### config.mk
export PLATFORM = sky130hd
export DESIGN_NAME = pc_step_counter
export DESIGN_NICKNAME = d
export VERILOG_FILES = /design/src/rtl/pc_step_counter.sv
export SDC_FILE = /design/constraint.sdc
export NUM_CORES = 1
export LEC_CHECK = 0
export ABC_AREA = 1
export CORE_ASPECT_RATIO = 1.2
export CORE_UTILIZATION = 50
export CTS_CLUSTER_DIAMETER = 40
export CTS_CLUSTER_SIZE = 14
export DETAILED_ROUTE_END_ITERATION = 16
export PLACE_DENSITY = 0.91
export SLEW_MARGIN = 10
export SYNTH_ARGS = -nofsm -noshare
export SYNTH_HDL_FRONTEND = slang
export SYNTH_SLANG_ARGS = --single-unit
### constraint.sdc
create_clock -name clk_i -period 3.2 [get_ports clk_i]
set_clock_uncertainty 0.1 [all_clocks]
set_input_delay 0.48 -clock clk_i [delete_from_list [all_inputs] [get_ports clk_i]]
set_output_delay 0.48 -clock clk_i [all_outputs]
set_load 0.03 [all_outputs]
### src/rtl/pc_step_counter.sv
// LC-3 program counter: LD > BR > INC > hold. Updates take one cycle; PC_INC is combinational.
// Optional PC_TRACE_EN records the source PC of each LD/BR in a small circular buffer.
module pc_step_counter #(
  parameter int unsigned WIDTH       = 16,
  parameter int unsigned STEP        = 1,
  parameter int unsigned OFS_W       = 9,
  parameter logic [31:0] RESET_VAL   = 32'h0000_3000,
  parameter int unsigned TRACE_DEPTH = 4
) (
  input  logic                          clk_i,
  input  logic                          rst_i,
  input  logic                          inc_i,
  input  logic                          ld_i,
  input  logic [WIDTH-1:0]              ld_val_i,
  input  logic                          br_i,
  input  logic [OFS_W-1:0]              ofs_i,
  output logic [WIDTH-1:0]              pc_o,
  output logic [WIDTH-1:0]              pc_inc_o,
  output logic                          wrap_o
`ifdef PC_TRACE_EN
  ,
  input  logic [$clog2(TRACE_DEPTH)-1:0] trace_idx_i,
  output logic [WIDTH-1:0]              trace_pc_o,
  output logic [$clog2(TRACE_DEPTH):0]  trace_cnt_o
`endif
);

  // Two spare bits above the widest operand keep carry and borrow distinguishable.
  localparam int unsigned   EW     = ((OFS_W > WIDTH) ? OFS_W : WIDTH) + 2;
  localparam logic [WIDTH-1:0] STEP_V = WIDTH'(STEP);
  localparam logic [WIDTH-1:0] RST_V  = RESET_VAL[WIDTH-1:0];

  if (WIDTH < 4) begin : g_bad_width
    $error("pc_step_counter: WIDTH must be >= 4");
  end
  if (TRACE_DEPTH < 2 || (TRACE_DEPTH & (TRACE_DEPTH - 1)) != 0) begin : g_bad_depth
    $error("pc_step_counter: TRACE_DEPTH must be a power of 2 >= 2");
  end

  logic [WIDTH-1:0] pc_q, pc_d;
  logic             wrap_q, wrap_d;
  logic [WIDTH:0]   inc_sum;
  logic [EW-1:0]    br_sum;

  assign inc_sum = {1'b0, pc_q} + {1'b0, STEP_V};
  assign br_sum  = EW'(inc_sum) + EW'($signed(ofs_i));

  always_comb begin
    pc_d   = pc_q;
    wrap_d = 1'b0;
    if (ld_i) begin
      pc_d = ld_val_i;
    end else if (br_i) begin
      pc_d   = br_sum[WIDTH-1:0];
      wrap_d = (br_sum[EW-1:WIDTH] != '0);
    end else if (inc_i) begin
      pc_d   = inc_sum[WIDTH-1:0];
      wrap_d = inc_sum[WIDTH];
    end
  end

  always_ff @(posedge clk_i or posedge rst_i) begin
    if (rst_i) begin
      pc_q   <= RST_V;
      wrap_q <= 1'b0;
    end else begin
      pc_q   <= pc_d;
      wrap_q <= wrap_d;
    end
  end

  assign pc_o     = pc_q;
  assign pc_inc_o = inc_sum[WIDTH-1:0];
  assign wrap_o   = wrap_q;

`ifdef PC_TRACE_EN
  localparam int unsigned IW = $clog2(TRACE_DEPTH);

  logic [WIDTH-1:0] trace_q [TRACE_DEPTH];
  logic [IW-1:0]    wptr_q;
  logic [IW:0]      tcnt_q;
  logic [IW-1:0]    rd_ptr;

  always_ff @(posedge clk_i or posedge rst_i) begin
    if (rst_i) begin
      for (int i = 0; i < TRACE_DEPTH; i++) trace_q[i] <= '0;
      wptr_q <= '0;
      tcnt_q <= '0;
    end else if (ld_i || br_i) begin
      trace_q[wptr_q] <= pc_q;
      wptr_q          <= wptr_q + IW'(1);
      if (tcnt_q != (IW+1)'(TRACE_DEPTH)) tcnt_q <= tcnt_q + (IW+1)'(1);
    end
  end

  // Newest entry sits just behind the write pointer.
  assign rd_ptr      = wptr_q - trace_idx_i - IW'(1);
  assign trace_pc_o  = ({1'b0, trace_idx_i} < tcnt_q) ? trace_q[rd_ptr] : '0;
  assign trace_cnt_o = tcnt_q;
`endif

endmodule

==> results of run 1 <==
[flip-flops by register name (all words and copies together), names as in the netlist]
name    count
pc_o       16
wrap_o      1
[synth_stat cells (5+ instances only)]
cell type,number
a21oi_1,21
dfrtp_1,15
ha_1,18
inv_1,61
inv_2,8
nand2_1,128
nand2_2,7
nand3_1,34
nor2_1,31
o211ai_1,5
o21ai_0,12
xor2_1,11
[stage by stage]
stage / worst slack [ns] / instances / hold WS, ns / instance area [um^2] / power [mW]
2_1_floorplan: 0.382 / 395 / 0.305 / 2370 / 0.912
3_3_place_gp: 0.373 / 511 / 0.464 / 3030 / 1.19
3_5_place_dp: 0.372 / 511 / 0.469 / 3030 / 1.21
4_1_cts: 0.318 / 515 / 0.484 / 3080 / 1.38
5_1_grt: 0.00515 / 515 / 0.535 / 3080 / 1.49
6_report: 0.230 / 515 / 0.487 / 3080 / 1.39
[layout by cell type (no fill, tap or decap), types with 5 or more instances in the layout]
| master | netlist | routed |
|---|---|---|
| nor2_1 | 31 | 31 |
| o211ai_1 | 5 | 5 |
| nand2_2 | 7 | 7 |
| o21ai_0 | 12 | 12 |
| inv_1 | 61 | 61 |
| inv_2 | 8 | 8 |
| a21oi_1 | 21 | 21 |
| nand3_1 | 34 | 34 |
| dfrtp_1 | 15 | 15 |
| xor2_1 | 11 | 11 |
| nand2_1 | 128 | 128 |
| clkdlybuf4s50_1 | 0 | 62 |
| ha_1 | 18 | 18 |
[power by group]
| group | switching [mW] | internal (mW) | total (mW) |
|---|---|---|---|
| Combinational | 0.575 | 0.358 | 0.933 |
| Clock | 0.0775 | 0.0884 | 0.166 |
| Sequential | 0.0437 | 0.249 | 0.293 |
| Total | 0.696 | 0.695 | 1.39 |
[kinds of logic (layout without fill, tap and decap cells)]
logic type                 Yosys count  count (layout)
adders and majority gates           19              19
AOI/OAI and AO/OA                   52              52
buffers and inverters               77             139
and+or+nand+nor                    216             216
DFF                                 17              17
xor gates and xnor gates            14              14
[how the worst min path moves through the flow]
stage | end | startpoint | slack (ns) | cells after the start
after floorplan | pc_o[0] | rst_i | 0.30 | 1
after global placement | pc_o[1] | pc_o[1] | 0.46 | 2
after detailed placement | pc_o[1] | pc_o[1] | 0.47 | 2
after CTS | pc_o[1] | pc_o[1] | 0.48 | 2
after global routing | pc_o[1] | pc_o[1] | 0.53 | 2
final | pc_o[1] | pc_o[1] | 0.49 | 2
[layer usage]
layer	part of all wire	global-route usage	up-vias
met5	0	0	-
met4	0.044	0.142	0
met3	0.071	0.0471	30
met2	0.48	0.505	146
met1	0.41	0.376	1271
li1	-	-	1368
[area by class of cell]
cell class	instances	area [um^2]
Tap cell	58	72.6
Multi-Input combinational cell	301	1610
Fill cell	384	1480
Inverter	70	277
Sequential cell	17	428
Clock buffer	4	45.0
Timing Repair Buffer	65	643
[critical path, cell delays in order, from the launching register on]
cell and delay, ns:
dfrtp_1 0.43, ha_1 0.24, nand3_2 0.15, nor2_1 0.26, xor2_1 0.21, inv_1 0.10, ha_1 0.35, nand2_1 0.11
inv_1 0.05, a21oi_1 0.25, nand2_1 0.14, nand2_1 0.10, nand2_1 0.06, nand2_1 0.06, nand3_1 0.10, nand2_1 0.11
nand2_1 0.05
==> metrics.md, run 1 <==
| Metric | Value |
|---|---|
| Status | complete, no violations |
| CTS buffer count | 3 |
| Core box area | roughly 0.0046 mm^2 |
| Largest family of logic cells by synthesized area | simple AND/OR/NAND/NOR gates |
| Post-cts gate resize count | 0 |
| Power per cell area | 452 mW/mm^2 |
| Layout cells sized above 1 | 0.0744 |
| Sequential element share of the synthesized area | 0.181 |
| Number of global-route vias before repair | 2,665 |
| Max-cap violation count | 0 |
| I/O pin count | 63 |
| Syn_nets | 444 |
| Static leakage | 1.60 nW |
| Final Max Tran Viols | 0 |
| Hold Violations, Final | 0 |
| Die height | 77.4 um |
| Clock latency on the worst-skew pair | 0.25 ns |
| R2r setup slk | approximately 0.23 ns |
| Clock Root Buffer | clkbuf_8 |
| Reg2reg path depth | 16 |
| Final wirelength | 7240 um |
| Synthesis-stage register bit count | 17 |
| Pre-antenna DRT Iters | 5 |
| Post-synthesis adder-cell area fraction | 0.104 |
| Layout area overhead | 30.0% |
| Worst endpoint required time | around 3.3 ns |
| RSZ-0062 raised after global routing | false |
| Mapped Cells | about 400 |
| First-pass GRT wire length | 12,000 um |
| R2r startpoint | pc_o[0] |
| Simple-Gate Fraction of Synth Area | 0.393 |
| Avg Inst Size Synth | 5.99 um^2 |
| EDFF count, synth | 0 |
| Synth Warn # | 0 |
| Mapped cell area | roughly 0.0024 mm^2 |
| TritonCTS clock tree | yes |
| XOR/XNOR share of the synthesized area | 0.0518 |
| FP Rows | 27 |
| Yosys cell types | 37 |
| Starting Density | 0.519 |
| Main flop type after synthesis | dfrtp_1 |
| Synth top area share | 0.203 |
| Setup_tns | 0 ns |
| RePlAce Congestion | 0.981 |
| Max_slew headroom | 0.554 |
| FFs w/ async S/R, synth | 1.00 |
| TritonCTS Sinks | 17 |
| Drt drc | 0 |
| Worst min path class | register to register |
| Vias per cell | about 5.5 |
| Max Root-Sink Buffers | 2 |
| Final core occ | 0.675 |
| Compound-gate portion of the synthesized area | 0.133 |
| CP max FO | 5 |
| Critical Path AT | 3.02 ns |
| Final period util | 0.928 |
| Tmin final | 2.97 ns |
| Crit path to | pc_o[11] |
| PortBufs | 62 |
| Synth area leaders | nand2_1, dfrtp_1, inv_1, ha_1, nand3_1 |
| Kind of critical path | register to register |
| Post-DR wirelength/cell | between 10 and 15 um |
| Die Area | 0.00501 mm^2 |
| Mux cell area share after synthesis | 0 |
| Worst Setup End Kind | register |
| Post-CTS setup buffer count | 0 |
| Largest net degree at the start of global routing | 20 |
| Worst setup SP type | register |
| Critical Path Start | pc_o[0] |
| Final #Nets | 507 |
| Max Clk Rate | 337 MHz |
| Routed Antenna Nets | 0 |
| H-tree depth | 1 |
| Total grt overflow | 0 |
| Yosys top cell by area | nand2_1 |
| Vias | 2,815 |
| Tightest Pin Transition | 0.668 ns |
| # diodes | 0 |
| DRT iter0 DRCs | 270 |
| Total GRT Usage | 0.303 |
| Initial antenna violation count | 0 |
| Chip width | between 60 and 70 um |
| Hold Buf Count CTS | 0 |
| Worst-path clk slew | 0.07 ns |
| Setup Viol. Count Final | 0 |
| Post-DP HPWL | 5790 um |
| Reg2Reg Capture Point | pc_o[11] |
| Worst VDD drop | 213 uV |
No activity file was read; power rests on OpenSTA's default activity.
==> run 2, diff against run 1 <==
--- a/config.mk
+++ b/config.mk
@@ -7,6 +7,7 @@
 export LEC_CHECK = 0
 export ABC_AREA = 1
 export CORE_ASPECT_RATIO = 1.2
+export CORE_MARGIN = 4
 export CORE_UTILIZATION = 50
 export CTS_CLUSTER_DIAMETER = 40
 export CTS_CLUSTER_SIZE = 14
==> constraint.sdc (replaced) <==
create_clock -name clk_i -period 2.96 [get_ports clk_i]
set_clock_uncertainty 0.1 [all_clocks]
set_input_delay 0.444 -clock clk_i [delete_from_list [all_inputs] [get_ports clk_i]]
set_output_delay 0.444 -clock clk_i [all_outputs]
set_load 0.03 [all_outputs]
==> run 2 against run 1 <==
Sequential power grew 8.5%. Via count shrank 0.78%. Clock power grew 11%. Global-route usage shrank 5.0 points. Cell area grew 3.0%. Cell count grew 0.78%. Power grew 11%. Non-clock buffer count grew 4. Hold slack gained 0.0011 ns. Critical path depth shrank 9. Worst setup slack lost 0.14 ns. First-iteration DRC count shrank 8.1%.
==> metrics.md, run 2 (synthesis results as in run 1) <==
| Metric | Value |
|---|---|
| Status | complete, no violations |
| RePlAce Congestion | slightly above 0.9 |
| CTS buffer count | 3 |
| Setup Viol. Count Final | 0 |
| Clock latency on the worst-skew pair | 0.26 ns |
| Max Root-Sink Buffers | 2 |
| Vias per cell | between 5 and 6 |
| FP Rows | 27 |
| Worst setup SP type | register |
| Clock Root Buffer | clkbuf_8 |
| Static leakage | between 1.5 and 2 nW |
| Worst-path clk slew | 0.07 ns |
| Tmin final | 2.87 ns |
| Critical path's slowest cell | clkdlybuf4s50_1 |
| Post-DR wirelength/cell | about 15 um |
| Drt drc | 0 |
| Final Max Tran Viols | 0 |
| Starting Density | 0.515 |
| Leading cell type in the layout, fill and taps excluded | nand2_1 |
| PortBufs | 62 |
| Worst path cell trace | nand2_1 -> nor3_1 -> nand2_1 -> o21ai_1 -> nand2_1 -> inv_1 -> clkdlybuf4s50_1 |
| Final period util | 0.971 |
| Post-DP HPWL | 6020 um |
| Power per cell area | about 500 mW/mm^2 |
| First-pass GRT wire length | 12,300 um |
| Final core occ | 0.690 |
| Critical Path Start | pc_o[12] |
| Initial antenna violation count | 0 |
| I/O pin count | 63 |
| Core box area | 0.00459 mm^2 |
| CP delay by family, top | buffers and inverters |
| Final #Nets | a little over 500 |
| Hold Buf Count CTS | 0 |
| Worst VDD drop | 452 uV |
| Kind of critical path | register to output pin |
| H-tree depth | 1 |
| Routed Antenna Nets | 0 |
| Chip width | slightly above 70 um |
| Final wirelength | about 7700 um |
| Worst min path class | input port to asynchronous set/reset pin |
| Die Area | 0.00590 mm^2 |
| Die height | 83.4 um |
| Layout area overhead | 33.9% |
| Commonest non-fill, non-tap cells in the layout | nand2_1, inv_1, clkdlybuf4s50_1, nand3_1, nor2_1 |
| Pre-antenna DRT Iters | 5 |
| TritonCTS Sinks | 17 |
| R2r startpoint | pc_o[0] |
| TritonCTS clock tree | yes |
| Post-Place Cell Area | 0.00304 mm^2 |
| Largest net degree at the start of global routing | 20 |
| CP max FO | 5 |
| Delay of the slowest critical-path stage | 0.68 ns |
| Number of global-route vias before repair | between 2,000 and 3,000 |
| Max Clk Rate | 348 MHz |
| Total grt overflow | 0 |
| Tightest Pin Transition | just over 0.7 ns |
| Largest register FFs | 16 |
| Buf/Inv on CP | 2 |
| Critical Path AT | 2.33 ns |
| Worst endpoint required time | 2.42 ns |
| Final instance area | 0.00317 mm^2 |
| DRT iter0 DRCs | 248 |
| Max-cap violation count | 0 |
| Max_slew headroom | 0.528 |
| Layout cells sized above 1 | 0.113 |
| Worst Setup End Kind | output pin |
| Hold Violations, Final | 0 |
| Vias | 2,793 |
| # diodes | 0 |
| Most common cell on crit path | nand2_1 |
| Total GRT Usage | 0.253 |
run 2: worst register-to-register path, stage by stage, from the launching register on:
cell and delay, ns:
dfrtp_1 0.42, ha_2 0.23, nand3_2 0.14, inv_2 0.10
nand2_2 0.07, nor2_2 0.17, nand4_1 0.15, nand2_1 0.12
inv_1 0.06, ha_2 0.39, nand2_2 0.11, o21ai_0 0.27
a21oi_2 0.08, nand3_1 0.10, nand3_1 0.08, nand2_1 0.06
nand2_1 0.05
run 2: path summary, 6_finish.rpt:
check	end	slack (ns)	depth (start not counted)
worst max register to register	pc_o[15]	0.16	16
max in group asynchronous	pc_o[7]	1.82	2
worst max-delay path	pc_inc_o[15]	0.09	7
worst min register to register	pc_o[1]	0.52	2
min in group clk_i	pc_o[1]	0.52	2
worst min-delay path	pc_o[15]	0.49	2
run 2: metal layers:
| metal | vias up | global-route usage | wire (um) |
|---|---|---|---|
| li1 | 1380 | - | - |
| met1 | 1264 | 0.315 | 3180 |
| met2 | 124 | 0.439 | 3790 |
| met3 | 25 | 0.0315 | 451 |
| met4 | 0 | 0.0957 | 231 |
| met5 | - | 0 | 0 |
run 2: timing repair:
| action | 4_1_cts | 5_1_grt |
|---|---|---|
| setup endpoints to repair | 0 | 7 |
| resized for setup | 0 | 15 |
| buffers inserted | 0 | 3 |
run 2: layout make-up:
type / instances / area, um^2
fillers: 412 / 1420
clock buffers: 4 / 45.0
flip-flops and latches: 17 / 428
well taps: 58 / 72.6
multi-input cells: 301 / 1670
inverters: 70 / 277
repair buffers: 69 / 676
run 2: per-stage QoR:
step                      std cells  power [mW]  hold WS [ns]  setup slack [ns]  setup TNS [ns]
after global placement          512        1.31         0.462             0.177               0
final                           519        1.55         0.488            0.0866               0
after floorplan                 395       0.986         0.269             0.142               0
after CTS                       516        1.51         0.508             0.134               0
after detailed placement        512        1.32         0.481             0.136               0
after global routing            519        1.67         0.547           -0.0348         -0.0807
run 2: where the power goes:
group,internal (mW),switching (mW),leakage (nW)
registers,0.269,0.0486,0.202
logic,0.403,0.642,1.40
clock network,0.0960,0.0878,0.0228
==> run 3, diff against run 2 <==
--- a/config.mk
+++ b/config.mk
@@ -12,6 +12,7 @@
 export CTS_CLUSTER_DIAMETER = 40
 export CTS_CLUSTER_SIZE = 14
 export DETAILED_ROUTE_END_ITERATION = 16
+export GPL_TIMING_DRIVEN = 0
 export PLACE_DENSITY = 0.91
 export SLEW_MARGIN = 10
 export SYNTH_ARGS = -nofsm -noshare
==> run 3 against run 2 <==
Critical endpoint is now pc_o[8]. Highest routed layer unchanged. Critical path type is now register to register. Wire length fell by 5.6%. Critical path depth rose by 7. Non-clock buffer count is the same.
==> metrics.md, run 3 (synthesis results as in run 1) <==
| Metric | Value |
|---|---|
| Critical Path AT | 2.85 ns |
| Int Pwr | 0.764 mW |
| Largest register FFs | 16 |
| Final instance area | 0.00315 mm^2 |
| Core box area | 0.00459 mm^2 |
| Final period util | 0.951 |
| Total GRT Usage | 0.246 |
| Final Max Tran Viols | 0 |
| TritonCTS clock tree | yes |
| Final #Nets | 511 |
| Worst VDD drop | 330 uV |
| Total power | 1.52 mW |
| Leading cell type in the layout, fill and taps excluded | nand2_1 |
| Status | complete, no violations |
| I/O pin count | 63 |
| Max_slew headroom | 0.562 |
| Flop pwr share | 0.208 |
| Setup_tns | 0 ns |
| Final wirelength | 7230 um |
| Pre-antenna DRT Iters | 4 |
| Static leakage | 1.62 nW |
| RSZ-0062 raised after global routing | true |
| R2r startpoint | pc_o[0] |
| Clock Power Share | 0.115 |
| Sw Pwr | 0.757 mW |
| # diodes | 0 |
| Sw frac | 0.498 |
| Tmin final | around 2.8 ns |
| TritonCTS Sinks | 17 |
| Power per cell area | 483 mW/mm^2 |
| Chip width | slightly above 70 um |
| Setup Viol. Count Final | 0 |
| Worst endpoint required time | approximately 3.0 ns |
| Crit path to | pc_o[8] |
| Layout cells sized above 1 | 0.102 |
| Worst min path class | input port to asynchronous set/reset pin |
| Die height | 83.4 um |
| Die Area | 0.00590 mm^2 |
| Clock latency on the worst-skew pair | 0.25 ns |
| CTS buffer count | 3 |
| Kind of critical path | register to register |
| Routed Antenna Nets | 0 |
| Commonest non-fill, non-tap cells in the layout | nand2_1, inv_1, clkdlybuf4s50_1, nand3_1, nor2_1 |
| Drt drc | 0 |
| Total grt overflow | 0 |
| Reg2reg path depth | 14 |
| Reg2Reg Capture Point | pc_o[8] |
| Max-cap violation count | 0 |
| R2r setup slk | roughly 0.14 ns |
| Max Clk Rate | 355 MHz |
| Tightest Pin Transition | ~0.66 ns |
| Final core occ | 0.686 |
| RePlAce Congestion | 0.924 |
| Post-Place Cell Area | 0.00305 mm^2 |
| Vias per cell | around 5.3 |
| Critical Path Start | pc_o[0] |
| FP Rows | 27 |
| Post-DP HPWL | 5990 um |
| Initial antenna violation count | 0 |
| H-tree depth | 1 |
| Hold Violations, Final | 0 |
| Logic pwr share | 0.676 |
| Vias | approximately 2,700 |
| DP Worst Slack | ~0.18 ns |
| Worst setup SP type | register |
| First-pass GRT wire length | 12,100 um |
| Largest net degree at the start of global routing | 18 |
| PortBufs | ~60 |
| DRT iter0 DRCs | ~190 |
| Starting Density | 0.515 |
| Worst-path clk slew | 0.07 ns |
| Post-route setup slack | roughly 0.14 ns |
| Worst Setup End Kind | register |
| Post-DR wirelength/cell | 13.9 um |
| Clock Root Buffer | clkbuf_8 |
| CP max FO | 5 |
| Layout area overhead | 33.1% |
| Max Root-Sink Buffers | 2 |
| Number of global-route vias before repair | 2,781 |
run 3: cell types whose count changed in the layout (fill, tap and decap cells not counted), sizes merged:
cell,before,now
clkdlybuf4s50,61,60
clkbuf,4,8
buf,7,4
run 3: cell type report:
cell class                      count  area [um^2]
Tap cell                           58         72.6
Timing Repair Buffer               62          621
Clock buffer                        4         45.0
Sequential cell                    17          428
Buffer                              7         50.0
Inverter                           70          277
Multi-Input combinational cell    301         1660
Fill cell                         425         1440
run 3: worst min-delay path by stage:
stage	end	slack, ns	startpoint	depth (start not counted)
global route	pc_o[6]	0.52	pc_o[6]	2
floorplan	pc_o[0]	0.27	rst_i	1
finish	pc_o[14]	0.48	rst_i	2
CTS	pc_o[14]	0.50	rst_i	2
global placement	pc_o[6]	0.46	pc_o[6]	2
detailed placement	pc_o[1]	0.47	pc_o[1]	2
run 3: timing repair:
item | CTS | global route
hold buffers | 0 | 0
setup endpoints to repair | 0 | 8
buffers inserted | 0 | 1
gates resized for setup | 0 | 11
run 3: stage by stage:
stage               hold WS (ns)  cells
CTS                        0.495    518
detailed placement         0.469    514
global route               0.519    519
global placement           0.463    514
finish                     0.484    519
floorplan                  0.269    395
run 3: worst max-delay path, stage by stage, from the launching register on:
cell and delay [ns]:
dfrtp_1 0.42, ha_1 0.23, nand3_2 0.14, nor2_2 0.17, xor2_1 0.27, inv_1 0.10
ha_1 0.34, nand2_1 0.11, inv_1 0.06, a21oi_1 0.16, nand2_1 0.14, xnor2_1 0.20
nand2_1 0.07, o211ai_1 0.10, nand2_1 0.07
run 3: metal layers:
metal  GRT usage  vias to the layer above  wire (um)
li1            -                     1392          -
met2       0.449                       94       3700
met5           0                        -          0
met4      0.0838                        0        159
met1       0.292                     1228       2970
met3      0.0291                       18        394
run 3: power by group through the flow:
| stage | Combinational, mW | Clock, mW | Sequential [mW] |
|---|---|---|---|
| 2_1_floorplan | 0.608 | 0 | 0.378 |
| 3_3_place_gp | 0.975 | 0 | 0.316 |
| 3_5_place_dp | 0.996 | 0 | 0.317 |
| 4_1_cts | 1.00 | 0.176 | 0.314 |
| 5_1_grt | 1.13 | 0.184 | 0.321 |
| 6_report | 1.03 | 0.176 | 0.316 |
